$ cat src/rtl/tdm_slot_sequencer_if.sv
// Frame handshake and demux-facing signals of the TDM slot sequencer.
interface tdm_slot_sequencer_if;
  logic       in_valid;
  logic       in_ready;
  logic [3:0] in_data;
  logic [3:0] in_mask;
  logic       yd;
  logic [1:0] t;
  logic       e;
  logic       busy;
  logic       frame_done;

  modport master (
    output in_valid, in_data, in_mask,
    input  in_ready, yd, t, e, busy, frame_done
  );

  modport slave (
    input  in_valid, in_data, in_mask,
    output in_ready, yd, t, e, busy, frame_done
  );
endinterface

$ cat src/rtl/tdm_slot_sequencer.sv
// Serializes a masked 4-bit frame onto a 1-to-4 active-low-enable demux,
// one enabled channel per SLOT_CYCLES-long slot, ascending channel order.
module tdm_slot_sequencer #(
  parameter int unsigned SLOT_CYCLES = 1
) (
  input logic                  clk,
  input logic                  rst_n,
  tdm_slot_sequencer_if.slave  bus
);

  localparam int unsigned CNT_W = (SLOT_CYCLES > 1) ? $clog2(SLOT_CYCLES) : 1;
  localparam logic [CNT_W-1:0] RELOAD = CNT_W'(SLOT_CYCLES - 1);

  typedef enum logic {
    ST_IDLE = 1'b0,
    ST_SLOT = 1'b1
  } state_t;

  state_t           r_state;
  logic [3:0]       r_data;
  logic [3:0]       r_mask;
  logic [1:0]       r_t;
  logic             r_yd;
  logic             r_e;
  logic             r_busy;
  logic             r_done;
  logic [CNT_W-1:0] r_cnt;

  state_t           w_state_nxt;
  logic [3:0]       w_data_nxt;
  logic [3:0]       w_mask_nxt;
  logic [1:0]       w_t_nxt;
  logic             w_yd_nxt;
  logic             w_e_nxt;
  logic             w_busy_nxt;
  logic             w_done_nxt;
  logic [CNT_W-1:0] w_cnt_nxt;

  logic             w_in_ready;
  logic             w_accept;
  logic [1:0]       w_first_idx;
  logic [1:0]       w_next_idx;
  logic             w_has_next;

  assign w_in_ready = rst_n && (r_state == ST_IDLE);
  assign w_accept   = bus.in_valid && w_in_ready;

  // Lowest set bit of the offered mask, and next set bit above the current slot.
  always_comb begin
    w_first_idx = 2'd0;
    w_next_idx  = 2'd0;
    w_has_next  = 1'b0;
    for (int i = 3; i >= 0; i--) begin
      if (bus.in_mask[i]) begin
        w_first_idx = 2'(i);
      end
      if (r_mask[i] && (2'(i) > r_t)) begin
        w_has_next = 1'b1;
        w_next_idx = 2'(i);
      end
    end
  end

  always_comb begin
    w_state_nxt = r_state;
    w_data_nxt  = r_data;
    w_mask_nxt  = r_mask;
    w_t_nxt     = r_t;
    w_yd_nxt    = r_yd;
    w_e_nxt     = r_e;
    w_busy_nxt  = r_busy;
    w_done_nxt  = 1'b0;
    w_cnt_nxt   = r_cnt;

    unique case (r_state)
      ST_IDLE: begin
        if (w_accept) begin
          w_data_nxt = bus.in_data;
          w_mask_nxt = bus.in_mask;
          if (bus.in_mask == 4'd0) begin
            w_done_nxt = 1'b1;
          end else begin
            w_state_nxt = ST_SLOT;
            w_t_nxt     = w_first_idx;
            w_yd_nxt    = bus.in_data[w_first_idx];
            w_e_nxt     = 1'b0;
            w_busy_nxt  = 1'b1;
            w_cnt_nxt   = RELOAD;
          end
        end
      end
      ST_SLOT: begin
        if (r_cnt != '0) begin
          w_cnt_nxt = r_cnt - CNT_W'(1);
        end else if (w_has_next) begin
          w_t_nxt   = w_next_idx;
          w_yd_nxt  = r_data[w_next_idx];
          w_cnt_nxt = RELOAD;
        end else begin
          w_state_nxt = ST_IDLE;
          w_t_nxt     = 2'd0;
          w_yd_nxt    = 1'b0;
          w_e_nxt     = 1'b1;
          w_busy_nxt  = 1'b0;
          w_done_nxt  = 1'b1;
        end
      end
      default: begin
        w_state_nxt = ST_IDLE;
      end
    endcase
  end

  always_ff @(posedge clk) begin
    if (!rst_n) begin
      r_state <= ST_IDLE;
      r_data  <= 4'd0;
      r_mask  <= 4'd0;
      r_t     <= 2'd0;
      r_yd    <= 1'b0;
      r_e     <= 1'b1;
      r_busy  <= 1'b0;
      r_done  <= 1'b0;
      r_cnt   <= '0;
    end else begin
      r_state <= w_state_nxt;
      r_data  <= w_data_nxt;
      r_mask  <= w_mask_nxt;
      r_t     <= w_t_nxt;
      r_yd    <= w_yd_nxt;
      r_e     <= w_e_nxt;
      r_busy  <= w_busy_nxt;
      r_done  <= w_done_nxt;
      r_cnt   <= w_cnt_nxt;
    end
  end

  assign bus.in_ready   = w_in_ready;
  assign bus.yd         = r_yd;
  assign bus.t          = r_t;
  assign bus.e          = r_e;
  assign bus.busy       = r_busy;
  assign bus.frame_done = r_done;

endmodule

$ cat src/flat_wrapper.sv
// flat-port wrapper written by rule: the top's interface ports become plain ports
module tdm_slot_sequencer_flat 
#(
  parameter int unsigned SLOT_CYCLES = 1
)
  (clk, rst_n, bus_in_valid, bus_in_data, bus_in_mask, bus_in_ready, bus_yd, bus_t, bus_e, bus_busy, bus_frame_done);
  tdm_slot_sequencer_if bus_i ();
  input logic clk;
  input logic rst_n;
  input wire logic [$bits(bus_i.in_valid)-1:0] bus_in_valid;
  input wire logic [$bits(bus_i.in_data)-1:0] bus_in_data;
  input wire logic [$bits(bus_i.in_mask)-1:0] bus_in_mask;
  output wire logic [$bits(bus_i.in_ready)-1:0] bus_in_ready;
  output wire logic [$bits(bus_i.yd)-1:0] bus_yd;
  output wire logic [$bits(bus_i.t)-1:0] bus_t;
  output wire logic [$bits(bus_i.e)-1:0] bus_e;
  output wire logic [$bits(bus_i.busy)-1:0] bus_busy;
  output wire logic [$bits(bus_i.frame_done)-1:0] bus_frame_done;
  assign bus_i.in_valid = bus_in_valid;
  assign bus_i.in_data = bus_in_data;
  assign bus_i.in_mask = bus_in_mask;
  assign bus_in_ready = bus_i.in_ready;
  assign bus_yd = bus_i.yd;
  assign bus_t = bus_i.t;
  assign bus_e = bus_i.e;
  assign bus_busy = bus_i.busy;
  assign bus_frame_done = bus_i.frame_done;
  tdm_slot_sequencer #(.SLOT_CYCLES(SLOT_CYCLES)) u_core (.clk(clk), .rst_n(rst_n), .bus(bus_i));
endmodule
$ cat config.mk
export PLATFORM = sky130hd
export DESIGN_NAME = tdm_slot_sequencer_flat
export DESIGN_NICKNAME = d
export VERILOG_FILES = /design/src/rtl/tdm_slot_sequencer_if.sv /design/src/rtl/tdm_slot_sequencer.sv /design/src/flat_wrapper.sv
export SDC_FILE = /design/constraint.sdc
export NUM_CORES = 1
export LEC_CHECK = 0
export CAP_MARGIN = 0
export CORE_MARGIN = 8
export CORE_UTILIZATION = 35
export DETAILED_ROUTE_END_ITERATION = 6
export SLEW_MARGIN = 20
export SYNTH_ARGS = -nofsm -noshare
export SYNTH_HDL_FRONTEND = slang
export SYNTH_SLANG_ARGS = --single-unit
$ cat constraint.sdc
create_clock -name clk -period 1.5 [get_ports clk]
set_clock_uncertainty 0.05 [all_clocks]
set_input_delay 0.3 -clock clk [delete_from_list [all_inputs] [get_ports clk]]
set_output_delay 0.3 -clock clk [all_outputs]
set_load 0.005 [all_outputs]
# Word level (Yosys, flattened, before mapping)
# Index checks and enable logic that the tools add are counted.
[word_totals] reg_bits=16 inputBits=11 output_inout_bits=7 elab_cells=80
[classes] n_addsub=1 order_cmp=6 eq_ne=4 n_mux=48 bitwise_logic=1 reduce_logical=11
[ops] operator="1-bit two-way mux" n=27
[ops] operator="2-bit two-way mux" n=12
[ops] operator="1-bit one-hot mux with 2 select lines" n=6
[ops] operator="1-bit logical AND" n=6
[ops] operator="2-bit by 3-bit less-than comparator with 1-bit output (second input constant)" n=2
[ops] operator="2-bit != test (second input constant)" n=3
[ops] operator="1-bit binary-select mux with 2-bit select" n=2
[ops] operator="1-bit by 2-bit greater-than comparator with 1-bit output (first input constant)" n=2
[ops] operator="2-bit greater-than comparator (first input constant)" n=2
[ops] operator="4-bit zero test" n=1
[ops] operator="2-bit one-hot mux with 2 select lines" n=1
[ops] operator="2-bit AND reduction" n=2
[ops] operator="4-bit AND reduction" n=1
[ops] operator="3-bit AND reduction" n=1
[ops] operator="2-bit by 1-bit != test with 1-bit output (second input constant)" n=1
[ops] operator="1-bit NOT" n=1
[ops] operator="1-bit subtractor (second input constant)" n=1

# Logic depth before layout (Yosys ltp)
[logic_depth] ltp_word=11 ltp_mapped=6 mapped_depth_nobuf=5

# Least setup slack after synthesis
# OpenSTA, ideal clock, no wires.
[synth_timing] path_type="flip-flop to flip-flop" start="register u_core.r_t[1], in the netlist u_core.bus.t[1]" end="register u_core.r_yd, in the netlist u_core.bus.yd" setup_ns=0.114 t_arrival_ns=1.207 required_time_ns=1.336 path_slack_ns=0.129 path_stages_with_launch=7 path_buffers=1 synth_period_minus_slack_ns=1.371 path_cell_list="dfxtp_1 -> buf_2 -> o21ba_2 -> o22ai_1 -> nand2b_1 -> a21boi_1 -> a21o_1"
[synth_via] elab_chain_len=11 elab_cells_between_ends=21 classes_between="order compare (4); mux (13); reduce/logical (4)"
[synth_lines] item="start, declared" line="tdm_slot_sequencer.sv:22" rtl="logic [1:0] r_t;"
[synth_lines] item="start signal, assigned" line="tdm_slot_sequencer.sv:129" rtl="r_t <= w_t_nxt;"
[synth_lines] item="2-bit greater-than comparator" line="tdm_slot_sequencer.sv:57" rtl="if (r_mask[i] && (2'(i) > r_t)) begin"
[synth_lines] item="1-bit logical AND" line="tdm_slot_sequencer.sv:57"
[synth_lines] item="2-bit two-way mux (4 in series)" line="tdm_slot_sequencer.sv:57"
[synth_lines] item="1-bit binary-select mux with 2-bit select" line="tdm_slot_sequencer.sv:97" rtl="w_yd_nxt = r_data[w_next_idx];"
[synth_lines] item="1-bit two-way mux (not written as such)" line="tdm_slot_sequencer.sv:97"
[synth_lines] item="1-bit two-way mux (*)" line="tdm_slot_sequencer.sv:95" rtl="end else if (w_has_next) begin"
[synth_lines] item="1-bit two-way mux (*)" line="tdm_slot_sequencer.sv:93" rtl="if (r_cnt != '0) begin"
[synth_lines] item="1-bit one-hot mux with 2 select lines (*)" line="tdm_slot_sequencer.sv:75" rtl="unique case (r_state)"
[synth_lines] item="end signal, assigned" line="tdm_slot_sequencer.sv:130" rtl="r_yd <= w_yd_nxt;"
[synth_lines] item="end, declared" line="tdm_slot_sequencer.sv:23" rtl="logic r_yd;"
# Mark *: on every way between the ends. The rest lies on a longest branch, timed or not. The select of a mux whose other input is x is not followed.
# A chain may end at the register's enable or synchronous reset.

# Worst setup path after layout
[layout_timing] start="register u_core.r_yd, in the netlist u_core.bus.yd" end="output port bus_yd"
[layout_lines] item="end, declared" line="flat_wrapper.sv:14" rtl="output wire logic [$bits(bus_i.yd)-1:0] bus_yd;"
# No word-level cell between the ends.

==> impl_metrics.yaml <==
route:
  detail_route.wl_per_cell_um: 13.0
  drt_first_iter_violations: 26
  vias: 855
  drc: 0
  drt_wl_total_um: 2130
  ant_nets: 0
  firstDrtPassIters: 4
  via_per_inst: 5.21
grt:
  grt_pass1_vias: 753
  antenna_found_initial: 0
  grt_overflow: 0
  grt_start_max_net_pins: 13
  grt_usage: 0.104
  grt_pass1_wl_um: 3420
critical_path:
  startpoint_type: "flop"
  worstPathCellList: "clkdlybuf4s50_1"
  crit_type: "reg2out"
  timing.reg2reg.setup_slack_ps: 70
  crit_buf_inv: 1
  reg2reg_depth: 6
  r2r-start: "u_core.bus.t[1]"
  startpoint: "u_core.bus.yd"
  crit_family: "buffers and inverters"
  endpoint_kind: "primary output"
  cpPeakStageDelay_ps: 500
  r2r-end: "u_core.bus.yd"
  crit_fanout: 3
  arrival_ps: 1120
  crit_slowest_cell: "clkdlybuf4s50_1"
  cp_data_required_time_ps: 1150
floorplan:
  placementRows: 17
  dieHeight_um: 62.5
  core_mm2: 0.00213
  io_pins: 18
  dieArea_mm2: 0.00390
  floorplan.initialDensity: 0.355
  die_x_um: 62.5
synthesis:
  avgSynthCellArea_um2: 7.71
  yosys_warnings: 0
  synth_top_cell_by_area: "dfxtp_1"
  synth-seq-area-share: 0.371
  synth_top_area_share: 0.371
  synthTopCellsByArea: "dfxtp_1 37%, nand2_1 7.5%, a21oi_1 4.6%"
  ys_ff_latch: 14
  synth_area_um2: 756
  synth_cells: 98
  synth_cell_type_count: 31
  synthesis.nets: 109
timing:
  setup_viol: 0
  postLayoutSetupSlackWorst_ps: 31.1
  hold_ws_ps: 420
  fin_crit_sh: 0.979
  rsz0062_at_grt: "no"
  worst_slew_pin_slew_ps: 241
  maxSlewHeadroom: 0.838
  finalHoldViolCount: 0
  fin_tns_setup_ps: 0
  fin_crit_ps: 1470
  fmax_mhz: 681
  finalMaxSlewViolations: 0
worst_hold_path:
  hp-class: "reg2reg"
  hold_path_end: "u_core.r_data[1]"
  min_path_cells: 2
  min-delay-start: "u_core.r_data[1]"
cts:
  clk_latency_ps: 280
  cts_sinks: 14
  htree_levels: 1
  clock-root-buffer: "clkbuf_4"
  cts_tree: "built"
  cts_made_buffers: 3
  clkTransAtPathRegs_ps: 90
  clk_path_buf_depth: 2
  ctsHoldBuffers: 0
place:
  gp_congestion: 0.822
  io_buffer_count: 17
  dp.cells: 157
  hpwl_um: 1620
  place_area_mm2: 0.00108
  preCtsSetupSlack_ps: -390
power_and_ir_drop:
  power_uw: 950
  max-vdd-ir-drop_mv: 0.394
  p_per_area_mw_per_mm2: 806
  power_leakage_nw: 0.523
layout:
  syn2layout_area_growth_pct: 56.1
  num_antenna_cells: 0
  layout-drive-gt1-share: 0.301
  final_area_mm2: 0.00118
  finalNonFillerCells: 164
  final_core_util: 0.555
  nets: 148
flow_run:
  drv_cap: 0
outcome:
  status: "completed"
## cells in the final DEF, fill, tap and decap left out, types with 2 or more instances in the layout
| cell | n |
|---|---|
| buf_4 | 23 |
| nand2_1 | 15 |
| dfxtp_1 | 9 |
| clkdlybuf4s50_1 | 8 |
| a21oi_1 | 7 |
| nand3_1 | 7 |
| dlygate4sd2_1 | 6 |
| nor2_1 | 4 |
| nor3_1 | 4 |
| o21ai_0 | 4 |
| dfxtp_2 | 4 |
| nand3b_1 | 3 |
| inv_1 | 3 |
| clkbuf_4 | 3 |
| dlymetal6s2s_1 | 3 |
| nand2b_1 | 2 |
| o221ai_1 | 2 |
| a221oi_1 | 2 |
| nor2b_1 | 2 |
| o21ba_2 | 2 |
| o22ai_1 | 2 |
| a21boi_0 | 2 |
| nor3b_1 | 2 |
## final cells by class
type,instances,area (um2)
multi-input cells,74,462
flip-flops and latches,14,289
inverters,4,15.0
well taps,28,35.0
clock buffers,4,36.3
repair buffers,40,343
fillers,210,947
## state kept, by name (all words and copies together) (netlist names)
signal	count
u_core.bus.busy	1
u_core.bus.e	1
u_core.r_mask	3
u_core.r_data	4
u_core.bus.yd	1
u_core.r_state	1
u_core.bus.frame_done	1
u_core.bus.t	2
## routing by layer
metal  up-vias  wire length, um  GRT usage  part of all wire
met1       405             1050      0.137              0.49
met4         0               27     0.0598             0.013
met3         2               58    0.00717             0.027
met2        19              998      0.162              0.47
met5         -                0          0                 0
li1        429                -          -                 -
## cells in the mapped netlist
library cell and count:
and2_1 1, nand3_1 7, nor2b_1 3, o21ai_0 4
nor4_1 1, nor3b_1 2, o22ai_1 2, buf_2 3
nor3_1 4, nand2b_1 2, inv_1 4, nand3b_1 3
o21a_1 1, o2bb2ai_1 1, nor2_1 5, a21boi_1 1
or4_4 1, a221oi_1 2, o21ba_2 2, a41oi_1 1
a21oi_1 7, o221ai_1 2, clkbuf_1 3, dfxtp_1 14
a21boi_0 2, or2b_1 1, mux2i_1 1, nand2_1 15
o32ai_1 1, o31ai_1 1, a21o_1 1
## report_power, final
part	leakage [nW]	switching [mW]	internal, mW	total [mW]
sequential	0.118	0.0229	0.400	0.423
combinational	0.385	0.110	0.145	0.254
clock	0.0210	0.125	0.148	0.273
## cell families (layout without fill, tap and decap cells)
family                 count (synthesis)  after routing  synth area share
and+or+nand+nor                       45             45             0.305
muxes                                  1              1            0.0132
DFF                                   14             14             0.371
buffers and inverters                 10             48            0.0546
AOI/OAI and AO/OA                     28             28             0.257
## worst max path at each step
stage,to,slack (ps),cells past startpoint
6_report,bus_yd,30,1
5_1_grt,u_core.bus.t[1],3,6
4_1_cts,bus_e,5,1
3_5_place_dp,bus_in_ready,-390,3
3_3_place_gp,u_core.bus.yd,-360,5
2_1_floorplan,u_core.bus.yd,130,6
## timing repair
| item | CTS | global route |
|---|---|---|
| setup buffers | 3 | 0 |
| endpoints found under the hold margin | 0 | 0 |
| pin swaps | 1 | 3 |
| setup endpoints to repair | 6 | 5 |
| gates resized for setup | 13 | 9 |
Power figures use the tool's default switching activity.
